### src/rtl/sp_ram_arbiter.sv
// Round-robin front end for one single-port RAM: N requesters, clear sequencer,
// and a 2-entry tagged read-response FIFO.
`timescale 1ns/1ps
module sp_ram_arbiter #(
    parameter int               NUM_REQS    = 4,
    parameter int               DATAW       = 32,
    parameter int               SIZE        = 256,
    parameter int               ADDRW       = $clog2(SIZE),
    parameter int               BYTEENW     = DATAW / 8,
    parameter int               TAGW        = 4,
    parameter bit               INIT_ENABLE = 1'b1,
    parameter logic [DATAW-1:0] INIT_VALUE  = '0,
    parameter int               REQW        = (NUM_REQS > 1) ? $clog2(NUM_REQS) : 1
) (
    input  logic                      clk,
    input  logic                      reset_n,
    input  logic [NUM_REQS-1:0]       req_valid,
    input  logic [NUM_REQS-1:0]       req_rw,
    input  logic [NUM_REQS*ADDRW-1:0] req_addr,
    input  logic [NUM_REQS*BYTEENW-1:0] req_byteen,
    input  logic [NUM_REQS*DATAW-1:0] req_data,
    input  logic [NUM_REQS*TAGW-1:0]  req_tag,
    output logic [NUM_REQS-1:0]       req_ready,
    output logic                      rsp_valid,
    output logic [REQW-1:0]           rsp_idx,
    output logic [TAGW-1:0]           rsp_tag,
    output logic [DATAW-1:0]          rsp_data,
    input  logic                      rsp_ready,
    input  logic                      clear,
    output logic                      init_done,
    output logic                      ram_en,
    output logic [BYTEENW-1:0]        ram_wren,
    output logic [ADDRW-1:0]          ram_addr,
    output logic [DATAW-1:0]          ram_wdata,
    input  logic [DATAW-1:0]          ram_rdata
);

    typedef enum logic [1:0] {ST_INIT, ST_DRAIN, ST_RUN} state_e;

    state_e            state_q, state_d;
    logic [ADDRW-1:0]  clr_addr_q, clr_addr_d;
    logic [REQW-1:0]   rr_q, rr_d;
    logic              infl_q;
    logic [REQW-1:0]   infl_idx_q;
    logic [TAGW-1:0]   infl_tag_q;
    logic [DATAW-1:0]  fifo_data_q [2];
    logic [REQW-1:0]   fifo_idx_q  [2];
    logic [TAGW-1:0]   fifo_tag_q  [2];
    logic              fifo_wp_q, fifo_rp_q;
    logic [1:0]        fifo_cnt_q;

    logic              win_found;
    int                win_i;
    logic [REQW-1:0]   win_idx;
    logic              win_rw;
    logic [TAGW-1:0]   win_tag;
    logic              pop;
    logic              rd_ok;
    logic              grant;

    // Winner: first valid requester at or after the round-robin pointer
    always_comb begin
        win_found = 1'b0;
        win_i     = 0;
        for (int i = 0; i < NUM_REQS; i++) begin
            if (!win_found && req_valid[(int'(rr_q) + i) % NUM_REQS]) begin
                win_found = 1'b1;
                win_i     = (int'(rr_q) + i) % NUM_REQS;
            end
        end
    end

    assign win_idx = REQW'(win_i);
    assign win_rw  = req_rw[win_i];
    assign win_tag = req_tag[win_i*TAGW +: TAGW];

    assign pop   = (fifo_cnt_q != 2'd0) && rsp_ready;
    // In-flight read plus queued responses, minus the one leaving now, must leave room
    assign rd_ok = ({1'b0, fifo_cnt_q} + {2'b00, infl_q} - {2'b00, pop}) < 3'd2;

    always_comb begin
        state_d    = state_q;
        clr_addr_d = clr_addr_q;
        rr_d       = rr_q;
        grant      = 1'b0;
        req_ready  = '0;
        ram_en     = 1'b0;
        ram_wren   = '0;
        ram_addr   = '0;
        ram_wdata  = '0;
        unique case (state_q)
            ST_INIT: begin
                ram_en     = 1'b1;
                ram_wren   = '1;
                ram_addr   = clr_addr_q;
                ram_wdata  = INIT_VALUE;
                clr_addr_d = clr_addr_q + ADDRW'(1);
                if (clr_addr_q == ADDRW'(SIZE - 1)) begin
                    state_d    = ST_RUN;
                    clr_addr_d = '0;
                end
            end
            ST_DRAIN: begin
                if (!infl_q) begin
                    state_d    = ST_INIT;
                    clr_addr_d = '0;
                end
            end
            ST_RUN: begin
                if (clear) begin
                    state_d = ST_DRAIN;
                end else if (win_found && (win_rw || rd_ok)) begin
                    grant            = 1'b1;
                    req_ready[win_i] = 1'b1;
                    ram_en           = 1'b1;
                    ram_addr         = req_addr[win_i*ADDRW +: ADDRW];
                    if (win_rw) begin
                        ram_wren  = req_byteen[win_i*BYTEENW +: BYTEENW];
                        ram_wdata = req_data[win_i*DATAW +: DATAW];
                    end
                    rr_d = (win_i == NUM_REQS - 1) ? '0 : REQW'(win_i + 1);
                end
            end
            default: state_d = ST_INIT;
        endcase
        // Keep every output quiet while reset is held, whatever the reset state
        if (!reset_n) begin
            grant     = 1'b0;
            req_ready = '0;
            ram_en    = 1'b0;
            ram_wren  = '0;
            ram_addr  = '0;
            ram_wdata = '0;
        end
    end

    always_ff @(posedge clk or negedge reset_n) begin
        if (!reset_n) begin
            state_q    <= INIT_ENABLE ? ST_INIT : ST_RUN;
            clr_addr_q <= '0;
            rr_q       <= '0;
            infl_q     <= 1'b0;
            fifo_wp_q  <= 1'b0;
            fifo_rp_q  <= 1'b0;
            fifo_cnt_q <= 2'd0;
        end else begin
            state_q    <= state_d;
            clr_addr_q <= clr_addr_d;
            rr_q       <= rr_d;
            infl_q     <= grant && !win_rw;
            if (infl_q) fifo_wp_q <= ~fifo_wp_q;
            if (pop)    fifo_rp_q <= ~fifo_rp_q;
            fifo_cnt_q <= fifo_cnt_q + {1'b0, infl_q} - {1'b0, pop};
        end
    end

    // RAM data lands one cycle after the read grant and is queued with its idx/tag
    always_ff @(posedge clk) begin
        if (grant && !win_rw) begin
            infl_idx_q <= win_idx;
            infl_tag_q <= win_tag;
        end
        if (infl_q) begin
            fifo_data_q[fifo_wp_q] <= ram_rdata;
            fifo_idx_q[fifo_wp_q]  <= infl_idx_q;
            fifo_tag_q[fifo_wp_q]  <= infl_tag_q;
        end
    end

    assign rsp_valid = (fifo_cnt_q != 2'd0);
    assign rsp_idx   = rsp_valid ? fifo_idx_q[fifo_rp_q]  : '0;
    assign rsp_tag   = rsp_valid ? fifo_tag_q[fifo_rp_q]  : '0;
    assign rsp_data  = rsp_valid ? fifo_data_q[fifo_rp_q] : '0;
    assign init_done = (state_q == ST_RUN) && reset_n;

endmodule
### config.mk
export PLATFORM = sky130hd
export DESIGN_NAME = sp_ram_arbiter
export DESIGN_NICKNAME = d
export VERILOG_FILES = /design/src/rtl/sp_ram_arbiter.sv
export SDC_FILE = /design/constraint.sdc
export NUM_CORES = 1
export LEC_CHECK = 0
export CAP_MARGIN = 0
export CORE_AREA = 2 2 125 127
export CTS_CLUSTER_DIAMETER = 30
export CTS_CLUSTER_SIZE = 28
export DETAILED_ROUTE_END_ITERATION = 10
export DIE_AREA = 0 0 127 129
export DONT_BUFFER_PORTS = 1
export HOLD_SLACK_MARGIN = 0.15
export SETUP_SLACK_MARGIN = 0.1
export SKIP_LAST_GASP = 1
export SYNTH_ARGS = -nofsm -noshare
export SYNTH_HDL_FRONTEND = slang
export SYNTH_SLANG_ARGS = --single-unit
### constraint.sdc
create_clock -name clk -period 7.7 [get_ports clk]
set_input_delay 1.54 -clock clk [delete_from_list [all_inputs] [get_ports clk]]
set_output_delay 1.54 -clock clk [all_outputs]
set_load 0.05 [all_outputs]
==> summary.txt, run 1 <==
Pwr
  • IR drop worst, VDD: between 100 and 150 µV
  • Comb pwr share: approximately 37%
  • Tot Pwr: about 0.0017 W
  • Lkg Pwr: roughly 2.4 nW
  • Pwr Density: roughly 270 nW/µm²
  • P_int: 0.0009773 W
  • Sw Ratio: between 40% and 50%
  • Reported net switching power: 0.0007675 W
  • Part of the power in registers: a little under two fifths
  • Clk pwr share: about a quarter

STA
  • Fmax achieved: around 0.16 GHz
  • Final Max Slew Viols: 0
  • Setup TNS: 0 ps
  • Final setup fails: 0
  • Clock Skew: between 6 and 7 ps
  • RSZ-0062 raised after global routing: no
  • Tmin final: slightly above 6000 ps
  • Slew HR: around 23%
  • Fin crit share: approximately 80%
  • Tightest Pin Transition: approximately 1200 ps
  • Final hold vios: 0

Critical path
  • Slack of the worst reg-to-reg path: slightly above 4000 ps
  • Crit Reg-Reg Startpoint: fifo_cnt_q[1]$_DFF_PN0_
  • Worst EP arrival: about 4600 ps
  • CP endpoint kind: output port
  • Slowest stage delay, CP: approximately 860 ps
  • Worst R2R Path Depth: 13
  • CP max stage cell: a211oi_2
  • Most used cell, CP: ha_1
  • Crit-path max FO: 12
  • Worst Setup Path Type: input pin to output port
  • Crit path launch: rsp_ready
  • Worst Setup EP: ram_addr[0]
  • Crit-path cells: nor2b_1, ha_1, inv_1, ha_1, fa_1, xnor2_1, nor2_1, or4_4, o31ai_4, a211oi_2, a32o_1
  • Reg2Reg Capture Point: rr_q[0]$_DFFE_PN0P_
  • Req. time, crit path: ~6200 ps
  • CP startpoint kind: input pin

Global routing
  • First-pass GRT wire length: roughly 26000 µm
  • Largest net degree at the start of global routing: 49
  • Initial antenna violation count: 8
  • GR met1 Demand/Resource: approximately 28%
  • Busiest grt layer: met2
  • Grt met3 use: a little over a tenth
  • Gr usage total: 21.23%
  • Vias in the first global route: approximately 4200
  • Gr ovfl total: 0
  • GR Util met2: between 30% and 40%

CTS
  • Root Driver: clkbuf_16
  • Postcts setup bufs: 0
  • Worst-Skew Late Latency: approximately 340 ps
  • H-tree depth: 3
  • Max Root-Sink Buffers: 2
  • CTS tree: built
  • Sink Count: 99
  • CTS Buf Count: 9
  • Register clock-pin slew on the reported worst setup and hold paths: 60 ps
  • Hold_buf cts: 0
  • PostCTS Resize Cnt: 0

Logic synthesis
  • Top-area cell type share of the netlist area: 41.29%
  • Syn Std Cell Area: approximately 6000 µm²
  • Post-synth EDFFs: 82
  • Cells after Synth: 547
  • Primary FF master, synth: edfxtp_1
  • Syn Area/Cell: 10.90 µm²
  • Largest area contributor in the netlist: edfxtp_1
  • Synth Warn #: 0
  • Synth cell types: 48
  • Ys async rst share: around 17%
  • Net Count, Synth: 791
  • Yosys reg bits: between 90 and 100
  • Dominant cells by area after synthesis: edfxtp_1 (41%), mux2i_1 (15%), a211oi_1 (8.6%), dfrtp_1 (7.1%), and3_1 (4.0%)
  • Sequential element share of the synthesized area: around half

Routing
  • Drt via density: around 6.2
  • DR iter-0 viols: slightly below 300
  • Via count: 4476
  • DRT Pass-1 Iters: 5
  • DRC: 0
  • ANT nets after route: 0
  • Routed wire length: about 18000 µm
  • Drt wl/cell: 25.27 µm

Die
  • Io pins: approximately 330
  • Effective utilization at floorplan: between 30 and 40%
  • Die area: 16380 µm²
  • Die W: 127 µm
  • Die height: approximately 130 µm
  • Row cnt: 45
  • Core Region: 14980 µm²

Job
  • MaxCap Viol Count: 0

Finish
  • Layout cells sized above 1: 14.64%
  • Multi-input gate area: approximately 3000 µm²
  • FF+latch area: between 2000 and 3000 µm²
  • Number of fillers in the final layout: between 1000 and 1500
  • Layout net count: 765
  • Area grow syn2layout: 10.11%

Placed design
  • Placed wire-length estimate: between 10000 and 15000 µm
  • Count of input and output buffers: 0
  • GP Congestion: around 0.98

Worst hold path
  • Worst hold path type: flip-flop to flip-flop
  • Hold Path Depth: 0

Run status
  • Result of the run: completed
-- worst max-delay path: cells and delay by family --
family	cells	cell delay [ps]
AOI/OAI and AO/OA	3	1580
adders and majority gates	3	850
and+or+nand+nor	3	490
xor gates and xnor gates	1	130
buffers and inverters	1	40
-- cells in the mapped netlist (4+ instances only) --
library cell	instances
and3_1	38
nand2_1	24
nor2_1	49
mux2i_1	91
o22ai_1	4
a21oi_1	20
a211oi_1	68
buf_2	9
a32o_1	8
inv_1	7
clkbuf_1	30
edfxtp_1	82
ha_1	7
buf_6	4
o21ai_0	16
nand2b_1	6
and2_1	7
nand3_1	14
nor2b_1	5
dfrtp_1	17
xor2_1	4
-- sequential cells by signal, indices dropped and copies added, names as in the netlist --
signal,count
fifo_rp_q,1
fifo_wp_q,1
fifo_cnt_q,2
infl_idx_q,2
state_q,2
fifo_idx_q,4
infl_q,1
rr_q,2
fifo_data_q,64
infl_tag_q,4
fifo_tag_q,8
clr_addr_q,8
-- power by group through the flow --
stage	registers [W]	clock network [W]	logic [W]
after floorplan	0.000603	0	0.000620
after global placement	0.000657	0	0.000637
after detailed placement	0.000657	0	0.000641
after CTS	0.000645	0.000475	0.000642
after global routing	0.000648	0.000496	0.000670
final	0.000644	0.000463	0.000638
-- how the worst min path moves through the flow --
stage / startpoint / to
3_5_place_dp: infl_idx_q[0]$_DFFE_PP_ / fifo_idx_q[0][0]$_DFFE_PP_
3_3_place_gp: infl_idx_q[0]$_DFFE_PP_ / fifo_idx_q[0][0]$_DFFE_PP_
6_report: infl_tag_q[2]$_DFFE_PP_ / fifo_tag_q[0][2]$_DFFE_PP_
5_1_grt: infl_idx_q[1]$_DFFE_PP_ / fifo_idx_q[0][1]$_DFFE_PP_
2_1_floorplan: infl_idx_q[0]$_DFFE_PP_ / fifo_idx_q[0][0]$_DFFE_PP_
4_1_cts: infl_tag_q[2]$_DFFE_PP_ / fifo_tag_q[0][2]$_DFFE_PP_
-- cell usage in the layout, fill, tap and decap left out, drive strengths merged, types with 3 or more instances in the layout --
cell type	count
a32o	8
and3	38
mux2i	91
and2	9
nand3	14
o211a	3
nor3	4
ha	7
clkbuf	9
o22ai	4
edfxtp	82
diode	4
nand2	24
a21oi	20
mux2	3
nor2b	5
o21ai	17
buf	9
nor2	50
inv	10
clkinvlp	3
a211oi	69
dfrtp	17
xor2	4
nand2b	6
-- routing by layer --
layer  routed length (µm)  part of all wire (%)
met1                 7515                    41
met2                 7985                    44
met3                 2138                    12
met4                  457                   2.5
met5                   49                  0.27
-- per-stage QoR --
step	setup WS [ps]	instances	hold slack (ps)	utilization [%]	area, µm²
2_1_floorplan	2142	547	421.5	-	5963
3_3_place_gp	1566	698	425.3	41.68	6242
3_5_place_dp	1523	698	431.4	41.68	6242
4_1_cts	1515	714	447.2	43.78	6556
5_1_grt	1395	716	458.4	43.81	6561
6_report	1535	718	445.1	43.84	6566
-- cell type report --
type	count	share of cell area [%]
clock inverter	7	1.353
tap	188	3.582
clock buffer	9	3.430
timing repair buffer	9	1.029
multi-input combinational	393	45.94
inverter	9	0.5145
sequential	99	44.00
antenna	4	0.1524
-- cell families (layout without fill, tap and decap cells) --
| group | after synthesis | in the layout | synth area share (%) |
|---|---|---|---|
| AND/OR/NAND/NOR | 153 | 153 | 12.95 |
| AO/OA/AOI/OAI | 133 | 133 | 16.09 |
| flip-flops | 99 | 99 | 48.43 |
| multiplexers | 94 | 94 | 15.84 |
| buffers and inverters | 55 | 34 | 4.154 |
| adder cells (fa/ha/maj) | 8 | 8 | 1.804 |
| XOR/XNOR | 5 | 5 | 0.7343 |
| other | 0 | 4 | 0 |
(Power assumes the default switching activity.)
==> run 2, diff against run 1 <==
==> constraint.sdc (replaced) <==
create_clock -name clk -period 5.46 [get_ports clk]
set_input_delay 1.092 -clock clk [delete_from_list [all_inputs] [get_ports clk]]
set_output_delay 1.092 -clock clk [all_outputs]
set_load 0.05 [all_outputs]
==> run 2 against run 1 <==
Net effect:
- critical path depth is 1 higher
- die area unchanged
- combinational power is 42% higher
- utilization up 2.4 points
- clock-buffer cell count is the same
- flip-flop and latch count did not move
- first-iteration DRC count is 5.4% lower
- sequential share of layout area fell by 2.3 points
- register-to-register slack got worse by 1800 ps
- sequential power grew 41%
- worst hold slack got worse by 7.3 ps
- global-route usage up 0.63 points
==> summary.txt, run 2 (synthesis results as in run 1) <==
Run status
  • Result of the run: completed (unchanged)

Pwr
  • Sw Ratio: 44.60% (was 43.99%)
  • Lkg Pwr: 2.668 nW (was 2.404 nW)
  • Part of the power in registers: 37.6% (was 36.9%)
  • Reported net switching power: 0.001077 W (was 0.0007675 W)
  • Tot Pwr: 0.002416 W (was 0.001745 W)
  • Clk pwr share: 25.0% (was 26.5%)
  • Comb pwr share: 37.5% (was 36.6%)
  • Pwr Density: 348.6 nW/µm² (was 265.7 nW/µm²)
  • IR drop worst, VDD: 171.8 µV (was 126.8 µV)
  • P_int: 0.001338 W (was 0.0009773 W)

CTS
  • Postcts setup bufs: 0 (unchanged)
  • Hold_buf cts: 0 (unchanged)
  • CTS Buf Count: 9 (unchanged)
  • H-tree depth: 3 (unchanged)
  • Root Driver: clkbuf_16 (unchanged)
  • Register clock-pin slew on the reported worst setup and hold paths: 70 ps (was 60 ps)
  • Max Root-Sink Buffers: 2 (unchanged)
  • CTS tree: built (unchanged)
  • Sink Count: 99 (unchanged)
  • PostCTS Resize Cnt: 0 (unchanged)
  • Worst-Skew Late Latency: 340 ps (about the same)

Routing
  • Drt wl/cell: 23.93 µm (was 25.27 µm)
  • Drt via density: 5.951 (was 6.234)
  • Via count: 4588 (was 4476)
  • DRC: 0 (unchanged)
  • ANT nets after route: 0 (unchanged)
  • Routed wire length: 18450 µm (was 18150 µm)
  • DRT Pass-1 Iters: 4 (was 5)
  • DR iter-0 viols: 280 (was 296)

Critical path
  • Crit-path max FO: 12 (unchanged)
  • CP endpoint kind: output port (unchanged)
  • CP startpoint kind: input pin (unchanged)
  • Worst Setup Path Type: input pin to output port (unchanged)
  • Req. time, crit path: 4370 ps (was 6160 ps)
  • Worst EP arrival: 3960 ps (was 4620 ps)

STA
  • Setup TNS: 0 ps (unchanged)
  • RSZ-0062 raised after global routing: no (unchanged)
  • Tightest Pin Transition: 1132 ps (was 1157 ps)
  • Final setup fails: 0 (unchanged)
  • Final hold vios: 0 (unchanged)
  • Fmax achieved: roughly 0.20 GHz
  • Clock Skew: 7.389 ps (was 6.031 ps)
  • Tmin final: about 5000 ps
  • Slew HR: 24.54% (was 22.88%)
  • Fin crit share: 92.45%
  • Final Max Slew Viols: 0 (unchanged)

Worst hold path
  • Worst hold path type: input pin to asynchronous set/reset pin (was flip-flop to flip-flop)

Die
  • Effective utilization at floorplan: 39.82% (unchanged)
  • Core Region: 14980 µm² (unchanged)
  • Die area: 16380 µm² (unchanged)
  • Row cnt: 45 (unchanged)
  • Io pins: 325 (unchanged)
  • Die height: 129 µm (unchanged)
  • Die W: 127 µm (unchanged)

Finish
  • Max reg flops: 64 (unchanged)
  • Area grow syn2layout: 16.20% (was 10.11%)
  • Layout cells sized above 1: 21.91% (was 14.64%)
  • Layout net count: 814 (was 765)
  • Most frequent cells in the layout: mux2i_1 (91), edfxtp_1 (82), buf_4 (57) (was mux2i_1 (91), edfxtp_1 (82), nor2_1 (48))
  • FF+latch area: 2889 µm² (unchanged)
  • Multi-input gate area: 3017 µm² (unchanged)
  • Number of fillers in the final layout: 1420 (was 1394)
  • Commonest non-fill, non-tap cell in the layout: mux2i_1 (unchanged)
  • Largest regs: fifo_data_q: 64 flops, clr_addr_q: 8 flops, fifo_tag_q: 8 flops (unchanged)
  • Largest Register: fifo_data_q (unchanged)

Global routing
  • Initial antenna violation count: 9 (was 8)
  • Gr ovfl total: 0 (unchanged)
  • First-pass GRT wire length: 26820 µm (was 26080 µm)
  • Vias in the first global route: 4565 (was 4173)
  • Largest net degree at the start of global routing: 82 (was 49)
  • Gr usage total: 21.85% (was 21.23%)

Placed design
  • Count of input and output buffers: 0 (unchanged)
  • Placed wire-length estimate: 14320 µm (was 13810 µm)
  • GP Congestion: 0.9234 (was 0.9832)

Job
  • MaxCap Viol Count: 0 (unchanged)
[run 2: final timing paths]
kind / startpoint / end / slack [ps] / depth (start not counted)
min reg2reg: infl_tag_q[2]$_DFFE_PP_ / fifo_tag_q[1][2]$_DFFE_PP_ / 450 / 0
max in group asynchronous: reset_n / clr_addr_q[0]$_DFFE_PN0P_ / 4940 / 0
min in group clk: infl_tag_q[2]$_DFFE_PP_ / fifo_tag_q[1][2]$_DFFE_PP_ / 450 / 0
max: rsp_ready / ram_addr[2] / 410 / 12
min: reset_n / fifo_wp_q$_DFFE_PN0P_ / 440 / 0
max reg2reg: rr_q[0]$_DFFE_PN0P_ / infl_tag_q[0]$_DFFE_PP_ / 2350 / 6
[run 2: power groups by stage]
stage               sequential, W  clock [W]  combinational [W]
floorplan                0.000850          0           0.000875
global placement         0.000925          0           0.000903
detailed placement       0.000928          0           0.000911
CTS                      0.000910   0.000625           0.000912
global route             0.000914   0.000650           0.000949
finish                   0.000907   0.000604           0.000905
[run 2: area by class of cell]
class	instances	area share, %
antenna	8	0.2889
clock inverter	7	0.8848
tap	188	3.395
multi-input combinational	393	43.54
clock buffer	9	3.250
sequential	99	41.69
timing repair buffer	58	6.464
inverter	9	0.4875
[run 2: through the flow]
stage               cells  cell area, µm²  worst slack (ps)  utilization (%)  hold slack [ps]
floorplan             547            5963             797.8                -            421.5
finish                771            6929             412.2            46.27            437.8
CTS                   763            6909             352.1            46.13            421.0
global route          771            6929             249.6            46.27            413.1
detailed placement    747            6623             360.9            44.22            435.0
global placement      747            6623             409.2            44.22            422.3
[run 2: metal layers]
layer	wire (µm)	part of all wire (%)	GRT usage (%)	vias to the layer above
met5	0	0	4.118	-
met4	359	1.9	7.304	0
met3	1888	10	8.732	25
met2	8544	46	33.87	242
met1	7660	42	27.72	2183
li1	-	-	-	2138
[run 2: worst max-delay path, cell delays in order]
cell	delay, ps
nor2b_1	130
ha_1	270
inv_1	40
ha_1	180
fa_1	370
xnor2_1	130
nor2_1	180
or4_4	170
o31ai_4	70
a211oi_2	810
a32o_1	290
buf_4	200
